[config.mk]
export PLATFORM = sky130hd
export DESIGN_NAME = mcm_mode_sched_flat
export DESIGN_NICKNAME = d
export VERILOG_FILES = /design/src/rtl/mcm_mode_sched_if.sv /design/src/rtl/mcm_mode_sched.sv /design/src/flat_wrapper.sv
export SDC_FILE = /design/constraint.sdc
export NUM_CORES = 1
export LEC_CHECK = 0
export ABC_CLOCK_PERIOD_IN_PS = 5500
export BUFFER_PORTS_ARGS = -buffer_cell sky130_fd_sc_hd__buf_2
export CORE_MARGIN = 2
export CORE_UTILIZATION = 45
export CTS_CLUSTER_SIZE = 30
export DETAILED_ROUTE_END_ITERATION = 10
export PLACE_DENSITY_LB_ADDON = 0.15
export SYNTH_ARGS = -nofsm -noshare
export SYNTH_HDL_FRONTEND = slang
export SYNTH_SLANG_ARGS = --single-unit
[constraint.sdc]
create_clock -name clk_a -period 5.5 [get_ports clk_a]
set_input_delay 0.55 -clock clk_a [delete_from_list [all_inputs] [get_ports clk_a]]
set_output_delay 0.55 -clock clk_a [all_outputs]
set_load 0.01 [all_outputs]
[src/rtl/mcm_mode_sched_if.sv]
// mcm_mode_sched_if: handshake/bus bundle for the CDC mode scheduler.
// Signals:
//   en, cmp_done, cmp_rel[1:0]  global enable and latched frequency-compare result
//   vld_in, sdata_in, mdata_in  traffic to be classified
//   busy_in[4:0]                per-engine busy (pulse, level, edge, dmux, fifo)
//   sel_oh[4:0], mode[2:0]      one-hot engine enable and encoded mode
//   clk_en_out, err             engine clock-gate request, sticky illegal-traffic flag
//   switch_cnt[7:0]             completed mode switches
// Modports: master drives the inputs (traffic side), slave is the scheduler.
interface mcm_mode_sched_if #(
    parameter int unsigned WIDTH = 32
);
    logic             en;
    logic             cmp_done;
    logic [1:0]       cmp_rel;
    logic             vld_in;
    logic             sdata_in;
    logic [WIDTH-1:0] mdata_in;
    logic [4:0]       busy_in;
    logic [4:0]       sel_oh;
    logic [2:0]       mode;
    logic             clk_en_out;
    logic             err;
    logic [7:0]       switch_cnt;

    modport master (
        output en, cmp_done, cmp_rel, vld_in, sdata_in, mdata_in, busy_in,
        input  sel_oh, mode, clk_en_out, err, switch_cnt
    );

    modport slave (
        input  en, cmp_done, cmp_rel, vld_in, sdata_in, mdata_in, busy_in,
        output sel_oh, mode, clk_en_out, err, switch_cnt
    );
endinterface

[src/rtl/mcm_mode_sched.sv]
// mcm_mode_sched: transmit-domain mode scheduler for the multimode CDC
// synchronizer. Classifies traffic, picks one engine (pulse, level, edge,
// dmux, fifo), switches break-before-make with a drain handshake and drops
// the engine clock-gate request after an idle timeout.
// Ports:
//   clk_a    transmit-domain clock
//   rst_n_a  asynchronous active-low reset
//   bus      mcm_mode_sched_if.slave (inputs en..busy_in, registered outputs)
// Optional feature macro: MCM_SWITCH_CNT_EN (saturating switch counter;
// switch_cnt tied to 0 when undefined).
module mcm_mode_sched #(
    parameter int unsigned WIDTH        = 32,
    parameter int unsigned IDLE_TIMEOUT = 16
) (
    input  logic            clk_a,
    input  logic            rst_n_a,
    mcm_mode_sched_if.slave bus
);
    localparam int unsigned NENG = 5;
    localparam int unsigned MW   = 3;
    localparam int unsigned TW   = 8;

    localparam logic [MW-1:0] M_NONE  = 3'd0;
    localparam logic [MW-1:0] M_PULSE = 3'd1;
    localparam logic [MW-1:0] M_LEVEL = 3'd2;
    localparam logic [MW-1:0] M_EDGE  = 3'd3;
    localparam logic [MW-1:0] M_DMUX  = 3'd4;
    localparam logic [MW-1:0] M_FIFO  = 3'd5;

    typedef enum logic [2:0] {S_IDLE, S_READY, S_WAKE, S_ACTIVE, S_DRAIN} state_e;

    state_e          state_q, state_d;
    logic [MW-1:0]   tgt_q, tgt_d, cur_q, cur_d;
    logic [TW-1:0]   timer_q, timer_d;
    logic [NENG-1:0] sel_q, sel_d;
    logic [MW-1:0]   mode_q, mode_d;
    logic            clk_en_q, clk_en_d;
    logic            err_q, err_d;
    logic            sw_inc;

    logic [WIDTH-1:0] mdata;
    logic             mnz, s_req, m_req, mv_req, any_req, illegal;
    logic             go_off, busy_cur, tgt_vld;
    logic [MW-1:0]    target;

    function automatic logic [NENG-1:0] onehot(input logic [MW-1:0] m);
        logic [NENG-1:0] r;
        r = '0;
        case (m)
            M_PULSE: r = 5'b00001;
            M_LEVEL: r = 5'b00010;
            M_EDGE:  r = 5'b00100;
            M_DMUX:  r = 5'b01000;
            M_FIFO:  r = 5'b10000;
            default: r = '0;
        endcase
        return r;
    endfunction

    // Traffic classification
    assign mdata    = bus.mdata_in;
    assign mnz      = |mdata;
    assign s_req    = bus.sdata_in & ~mnz & ~bus.vld_in;
    assign m_req    = ~bus.sdata_in & mnz & ~bus.vld_in;
    assign mv_req   = ~bus.sdata_in & mnz & bus.vld_in;
    assign any_req  = s_req | m_req | mv_req;
    assign illegal  = bus.sdata_in & mnz;
    assign go_off   = ~bus.en | ~bus.cmp_done;
    assign busy_cur = |(bus.busy_in & onehot(cur_q));

    // Target mode lookup from traffic class and frequency relation
    always_comb begin
        target = M_NONE;
        if (bus.cmp_done && (bus.cmp_rel != 2'b00)) begin
            if (s_req) begin
                case (bus.cmp_rel)
                    2'b01:   target = M_PULSE;
                    2'b10:   target = M_LEVEL;
                    default: target = M_EDGE;
                endcase
            end else if (m_req) begin
                target = M_FIFO;
            end else if (mv_req) begin
                target = M_DMUX;
            end
        end
    end
    assign tgt_vld = (target != M_NONE);

    // Next-state and registered-output computation
    always_comb begin
        state_d = state_q;
        tgt_d   = tgt_q;
        cur_d   = cur_q;
        timer_d = '0;
        sw_inc  = 1'b0;
        case (state_q)
            S_IDLE: begin
                if (bus.en && bus.cmp_done) state_d = S_READY;
            end
            S_READY: begin
                if (!bus.cmp_done) begin
                    state_d = S_IDLE;
                end else if (bus.en && tgt_vld) begin
                    tgt_d   = target;
                    state_d = S_WAKE;
                end
            end
            S_WAKE: begin
                if (go_off) begin
                    tgt_d   = M_NONE;
                    state_d = S_READY;
                end else begin
                    cur_d   = tgt_q;
                    state_d = S_ACTIVE;
                end
            end
            S_ACTIVE: begin
                if (go_off) begin
                    tgt_d   = M_NONE;
                    state_d = S_DRAIN;
                end else if (tgt_vld && (target != cur_q)) begin
                    tgt_d   = target;
                    state_d = S_DRAIN;
                end else if (!any_req && !busy_cur) begin
                    if (timer_q == TW'(IDLE_TIMEOUT - 1)) begin
                        cur_d   = M_NONE;
                        state_d = S_READY;
                    end else begin
                        timer_d = timer_q + TW'(1);
                    end
                end
            end
            S_DRAIN: begin
                if (go_off)       tgt_d = M_NONE;
                else if (tgt_vld) tgt_d = target;
                if (!go_off && tgt_vld && (target == cur_q)) begin
                    // Traffic came back to the engine being drained: cancel
                    state_d = S_ACTIVE;
                end else if (!busy_cur) begin
                    if (tgt_d == M_NONE) begin
                        // Shutdown drain: release engine
                        cur_d   = M_NONE;
                        state_d = bus.cmp_done ? S_READY : S_IDLE;
                    end else begin
                        state_d = S_WAKE;
                        sw_inc  = 1'b1;
                    end
                end
            end
            default: state_d = S_IDLE;
        endcase

        sel_d    = ((state_d == S_ACTIVE) || (state_d == S_DRAIN)) ? onehot(cur_d) : '0;
        mode_d   = (sel_d != '0) ? cur_d : M_NONE;
        clk_en_d = (state_d == S_WAKE) || (state_d == S_ACTIVE) || (state_d == S_DRAIN);
        err_d    = err_q | illegal;
    end

    // State and output registers
    always_ff @(posedge clk_a or negedge rst_n_a) begin
        if (!rst_n_a) begin
            state_q  <= S_IDLE;
            tgt_q    <= M_NONE;
            cur_q    <= M_NONE;
            timer_q  <= '0;
            sel_q    <= '0;
            mode_q   <= M_NONE;
            clk_en_q <= 1'b0;
            err_q    <= 1'b0;
        end else begin
            state_q  <= state_d;
            tgt_q    <= tgt_d;
            cur_q    <= cur_d;
            timer_q  <= timer_d;
            sel_q    <= sel_d;
            mode_q   <= mode_d;
            clk_en_q <= clk_en_d;
            err_q    <= err_d;
        end
    end

    assign bus.sel_oh     = sel_q;
    assign bus.mode       = mode_q;
    assign bus.clk_en_out = clk_en_q;
    assign bus.err        = err_q;

`ifdef MCM_SWITCH_CNT_EN
    logic [7:0] cnt_q;

    // Saturating count of completed switches
    always_ff @(posedge clk_a or negedge rst_n_a) begin
        if (!rst_n_a)                      cnt_q <= '0;
        else if (sw_inc && (cnt_q != 8'hFF)) cnt_q <= cnt_q + 8'd1;
    end
    assign bus.switch_cnt = cnt_q;
`else
    logic unused_sw_inc;
    assign unused_sw_inc  = sw_inc;
    assign bus.switch_cnt = '0;
`endif
endmodule
[src/flat_wrapper.sv]
// flat-port wrapper written by rule: the top's interface ports become plain ports
module mcm_mode_sched_flat 
#(
    parameter int unsigned WIDTH        = 32,
    parameter int unsigned IDLE_TIMEOUT = 16
)
  (clk_a, rst_n_a, bus_en, bus_cmp_done, bus_cmp_rel, bus_vld_in, bus_sdata_in, bus_mdata_in, bus_busy_in, bus_sel_oh, bus_mode, bus_clk_en_out, bus_err, bus_switch_cnt);
  mcm_mode_sched_if #(.WIDTH(WIDTH)) bus_i ();
  input  logic clk_a;
  input  logic rst_n_a;
  input wire logic [$bits(bus_i.en)-1:0] bus_en;
  input wire logic [$bits(bus_i.cmp_done)-1:0] bus_cmp_done;
  input wire logic [$bits(bus_i.cmp_rel)-1:0] bus_cmp_rel;
  input wire logic [$bits(bus_i.vld_in)-1:0] bus_vld_in;
  input wire logic [$bits(bus_i.sdata_in)-1:0] bus_sdata_in;
  input wire logic [$bits(bus_i.mdata_in)-1:0] bus_mdata_in;
  input wire logic [$bits(bus_i.busy_in)-1:0] bus_busy_in;
  output wire logic [$bits(bus_i.sel_oh)-1:0] bus_sel_oh;
  output wire logic [$bits(bus_i.mode)-1:0] bus_mode;
  output wire logic [$bits(bus_i.clk_en_out)-1:0] bus_clk_en_out;
  output wire logic [$bits(bus_i.err)-1:0] bus_err;
  output wire logic [$bits(bus_i.switch_cnt)-1:0] bus_switch_cnt;
  assign bus_i.en = bus_en;
  assign bus_i.cmp_done = bus_cmp_done;
  assign bus_i.cmp_rel = bus_cmp_rel;
  assign bus_i.vld_in = bus_vld_in;
  assign bus_i.sdata_in = bus_sdata_in;
  assign bus_i.mdata_in = bus_mdata_in;
  assign bus_i.busy_in = bus_busy_in;
  assign bus_sel_oh = bus_i.sel_oh;
  assign bus_mode = bus_i.mode;
  assign bus_clk_en_out = bus_i.clk_en_out;
  assign bus_err = bus_i.err;
  assign bus_switch_cnt = bus_i.switch_cnt;
  mcm_mode_sched #(.WIDTH(WIDTH), .IDLE_TIMEOUT(IDLE_TIMEOUT)) u_core (.clk_a(clk_a), .rst_n_a(rst_n_a), .bus(bus_i));
endmodule
==> Yosys cells after proc, flatten, opt, wreduce, memory -nomap -nowiden <==
Index checks and enable logic that the tools add are counted.
{ "word_totals": {"reg_bits": 27, "in_bits": 45, "output_inout_bits": 18, "elab_cells": 118} }
{ "classes": {"n_addsub": 1, "n_eq_ne": 26, "n_mux": 45, "bitwise": 16, "n_reduce_logical": 22} }
{ "ops": {"columns": ["cell", "count"], "rows": [
  ["$mux 3", 31],
  ["$pmux 5 s5", 2],
  ["$mux 8", 5],
  ["$reduce_or 32->1", 1],
  ["$eq 3x2->1 const B", 8],
  ["$eq 3x3->1 const B", 6],
  ["$pmux 3 s5", 1],
  ["$pmux 3 s4", 1],
  ["$eq 3x1->1 const B", 3],
  ["$pmux 3 s3", 1],
  ["$add 8x1->8 const B", 1],
  ["$eq 8x4->1 const B", 1],
  ["$logic_and 1x1->1", 7],
  ["$and 1x1->1", 6],
  ["$logic_not 3->1", 2],
  ["$and 5x5->5", 1],
  ["$mux 5", 1],
  ["$not 1->1", 5],
  ["$reduce_and 5->1", 1],
  ["$reduce_bool 5->1", 1],
  ["$reduce_or 5->1", 1],
  ["$ne 2x1->1 const B", 2],
  ["$or 1x1->1", 4],
  ["$pmux 2 s2", 1],
  ["13 further kinds", 17]
]} }

==> Logic depth before layout (Yosys ltp) <==
{ "logic_depth": {"word_depth": 21, "mapped_depth": 9, "mapped_depth_nobuf": 9} }

==> Worst setup path before layout <==
OpenSTA, ideal clock, no wires.
{ "synth_path": {"kind": "input to register", "start": "in bus_mdata_in[17]", "end": "reg u_core.sel_q[1] (netlist: u_core.bus.sel_oh[1])", "arrival_time_ns": 2.217, "required_time_ns": 5.366, "setup_slack_ns": 3.149, "cell_stages": 8, "n_path_buf": 0, "path_cell_list": "nor4_1 > nand4_1 > nor2_2 > o21ai_0 > o211a_1 > a211oi_1 > o21a_4 > nor3_1"} }
{ "synth_between": {"elab_chain_len": 19, "elab_cells_between_ends": 52} }
{ "synth_lines": {"columns": ["element", "line", "rtl"], "rows": [
  ["start, declared", "flat_wrapper.sv:16", "input wire logic [$bits(bus_i.mdata_in)-1:0] bus_mdata_in;"],
  ["$reduce_or 32->1 (*)", "mcm_mode_sched.sv:62", "assign mnz = |mdata;"],
  ["$and 1x1->1", "mcm_mode_sched.sv:64, mcm_mode_sched.sv:65", null],
  ["$and 1x1->1", "mcm_mode_sched.sv:65", "assign mv_req = ~bus.sdata_in & mnz & bus.vld_in;"],
  ["$mux 3", "mcm_mode_sched.sv:83", "end else if (mv_req) begin"],
  ["$mux 3", "mcm_mode_sched.sv:81", "end else if (m_req) begin"],
  ["$mux 3", "mcm_mode_sched.sv:75", "if (s_req) begin"],
  ["$mux 3", "mcm_mode_sched.sv:74", "if (bus.cmp_done && (bus.cmp_rel != 2'b00)) begin"],
  ["$reduce_bool 3->1", "mcm_mode_sched.sv:88", "assign tgt_vld = (target != M_NONE);"],
  ["[... 4 more ...]", null, null],
  ["$mux 3", "mcm_mode_sched.sv:141", "if (tgt_d == M_NONE) begin"],
  ["$mux 3", "mcm_mode_sched.sv:140", "end else if (!busy_cur) begin"],
  ["$mux 3", "mcm_mode_sched.sv:137", "if (!go_off && tgt_vld && (target == cur_q)) begin"],
  ["$pmux 3 s3 / $pmux 3 s5 (equally long branches)", "mcm_mode_sched.sv:97", "case (state_q)"],
  ["$eq 3x3->1, or another cell as far along", "mcm_mode_sched.sv:49", "case (m)"],
  ["$pmux 5 s5 / $logic_or 1x1->1 (equally long branches)", "mcm_mode_sched.sv:49, mcm_mode_sched.sv:154", null],
  ["$mux 5 (*)", "mcm_mode_sched.sv:154", "sel_d = ((state_d == S_ACTIVE) || (state_d == S_DRAIN)) ? onehot(cur_d) : '0;"],
  ["via u_core.sel_d[1]", "mcm_mode_sched.sv:35", "logic [NENG-1:0] sel_q, sel_d;"],
  ["end signal, assigned", "mcm_mode_sched.sv:176", "sel_q <= sel_d;"],
  ["end, declared", "mcm_mode_sched.sv:35", null]
]} }
The timed path passes the listed nets; every way through them passes the cells marked *. The select of a mux whose other input is x is not followed.
A chain may end at the register's enable or synchronous reset.

==> Worst setup path after layout <==
{ "layout_path": {"start": "in bus_mdata_in[10]", "end": "reg u_core.sel_q[2] (netlist: u_core.bus.sel_oh[2])"} }
The elaborated chain is that of the path after synthesis.

==> impl_metrics.json <==
{
  "postSynthCellCount": 225,
  "cts_tree": "done",
  "ir_worst_vdd_uv": 229,
  "yosysMostFrequentCell": "nand2_1",
  "die_h_um": 69.1,
  "synth_top_flop_cell": "dfrtp_1",
  "drive_above_1_share": 0.277,
  "ant_nets": 0,
  "netlist-cell-type-count": 56,
  "slowest_delay_ns": 0.45,
  "grt_pass1_vias": 1644,
  "seq_area_frac_synth": 0.354,
  "grt_max_degree": 28,
  "dr.pass1.iters": 4,
  "synth_seq_cells": 27,
  "synth_edf_count": 0,
  "fin_area_mm2": 0.00222,
  "clkTransAtPathRegs_ns": 0.10,
  "clockRootBuffer": "clkbuf_8",
  "outcome": "finished, final reports clean",
  "cp_data_required_time_ns": 5.65,
  "io_buffer_count": 54,
  "grt_overflow": 0,
  "cts_resized": 0,
  "finalSetupViolations": 0,
  "die_area_mm2": 0.00478,
  "rows": 23,
  "syn2layout_area_growth_pct": 16.2,
  "synth.largest_area_cell": "dfrtp_1",
  "skew_ns": 0.00257,
  "vias": 1758,
  "cts_sinks": 27,
  "htree_num_levels": 1,
  "end_kind": "register",
  "rsz0062_at_grt": "no",
  "hold_path.class": "in2async",
  "crit_type": "in2reg",
  "routed_via_density": 5.43,
  "final_nets": 321,
  "whs_ns": 0.264,
  "die_w_um": 69.1,
  "path_cells": "buf_2 -> nor4_1 -> and4_1 -> a31oi_2 -> nor4_4 -> a21oi_1 -> o31ai_1 -> nor3_1",
  "placed_area_mm2": 0.00217,
  "final.setup.tns_ns": 0,
  "wirelength_um": 4590,
  "async_flop_share": 1.00,
  "io_pins": 63,
  "worst-path-max-fanout": 6,
  "cpMaxStageDelayCell": "o31ai_1",
  "netlist_top_cells_count": "30 x nand2_1, 27 x dfrtp_1, 25 x nor2_1, 12 x o21ai_0",
  "grt_antenna_before_repair": 0,
  "synth.area.top_cells": "dfrtp_1 35%, nand2_1 5.9%, nor2_1 4.9%",
  "synth_top_area_frac": 0.354,
  "clock_latency_ns": 0.27,
  "syn_area_mm2": 0.00191,
  "hold_viol_final": 0,
  "hold_buffers": 0,
  "start_util": 0.474,
  "yosysWarnings": 0,
  "cts_made_buffers": 3,
  "drc": 0,
  "fmax_mhz": 393,
  "finalCritPeriodShare": 0.462,
  "dp.final_hpwl_um": 3660,
  "tightest_slew_ns": 0.591,
  "gp_congestion": 0.879,
  "drv_slew": 0,
  "routedWlPerCell_um": 14.2,
  "grt_pass1_wl_um": 7840,
  "grt_util_all_layers": 0.194,
  "cts_buffer_depth": 2,
  "avgSynthCellArea_um2": 8.48,
  "p_leak_uw": 0.00101,
  "powerDensity_mw_per_mm2": 246,
  "fin_crit_ns": 2.54,
  "worstSetupStartpointType": "input port",
  "slew_headroom": 0.606,
  "worstPathArrival_ns": 2.69,
  "maxCapViolations": 0,
  "antennaDiodeCount": 0,
  "core_area_mm2": 0.00403,
  "post_cts_buffers": 0,
  "drt_iter0_markers": 163
}
layout make-up:
class                      count  area (µm²)
fill                         394        1810
multi-input combinational    179        1120
sequential                    27         676
timing repair buffer          54         270
tap                           50        62.6
clock buffer                   3        41.3
inverter                      10        37.5
clock inverter                 1        8.76
path summary, 6_finish.rpt:
check / start / endpoint / slack (ns) / cells past startpoint
max in group asynchronous: rst_n_a / u_core.bus.sel_oh[2] / 4.84 / 1
setup / recovery: bus_mdata_in[10] / u_core.bus.sel_oh[2] / 2.96 / 8
hold / removal: rst_n_a / u_core.bus.err / 0.26 / 1
hold reg to reg: u_core.bus.err / u_core.bus.err / 0.48 / 1
min in group clk_a: u_core.bus.err / u_core.bus.err / 0.48 / 1
setup reg to reg: u_core.timer_q[5] / u_core.bus.sel_oh[2] / 3.07 / 8
flip-flops by register name (all words and copies together), names as in the netlist:
| signal | flops |
|---|---|
| u_core.state_q | 3 |
| u_core.bus.mode | 3 |
| u_core.timer_q | 8 |
| u_core.bus.err | 1 |
| u_core.bus.sel_oh | 5 |
| u_core.cur_q | 3 |
| u_core.tgt_q | 3 |
| u_core.bus.clk_en_out | 1 |
routing by layer:
| metal | vias to the layer above | share of wire | routed length (µm) | track usage |
|---|---|---|---|---|
| met5 | - | 0 | 0 | 0 |
| met4 | 0 | 0.0028 | 13 | 0.0131 |
| met3 | 2 | 0.054 | 248 | 0.0424 |
| met2 | 47 | 0.47 | 2140 | 0.317 |
| met1 | 813 | 0.48 | 2190 | 0.275 |
| li1 | 896 | - | - | - |
report_power, final:
part | switching, µW | internal (µW)
clock | 64.2 | 53.1
combinational | 112 | 68.3
sequential | 32.8 | 215
cell usage in the layout, fill, tap and decap left out, drive strengths merged, types with 2 or more instances in the layout:
master and count:
nand4b 2, xnor2 3, inv 11, o21ai 12, a211o 2, nand4 3, buf 54, clkbuf 3
dfrtp 27, or2 2, and4 2, nor3 11, and2 2, a211oi 4, a21oi 10, o31ai 2
a31oi 2, xor2 4, nand2 30, and3 3, nor2b 2, o21a 4, a21o 2, nand3 7
conb 8, nand2b 3, nor4 12, o22ai 3, nor2 26, mux2i 2, o2111ai 2
stage by stage:
step	total power [µW]	setup slack, ns	instances	utilization
2_1_floorplan	379	3.15	232	-
3_3_place_gp	428	2.74	320	0.538
3_5_place_dp	430	2.72	320	0.538
4_1_cts	549	2.99	324	0.550
5_1_grt	585	2.73	324	0.550
6_report	546	2.96	324	0.550
critical path: cells and delay by family:
family | cells | cell delay, ns
simple gates | 4 | 1.24
compound gates | 3 | 0.79
buf+inv | 1 | 0.09
cells by family (layout without fill, tap and decap cells):
kind of cell | after synthesis | in the layout | share of synthesized area
flip-flops | 27 | 27 | 0.354
buffers and inverters | 26 | 68 | 0.0721
multiplexers | 2 | 2 | 0.0105
AO/OA/AOI/OAI | 52 | 52 | 0.212
AND/OR/NAND/NOR | 109 | 109 | 0.311
XOR/XNOR | 7 | 7 | 0.0321
other | 1 | 8 | 0.00197
adder cells (fa/ha/maj) | 1 | 1 | 0.00656
No activity file was read; power rests on OpenSTA's default activity.
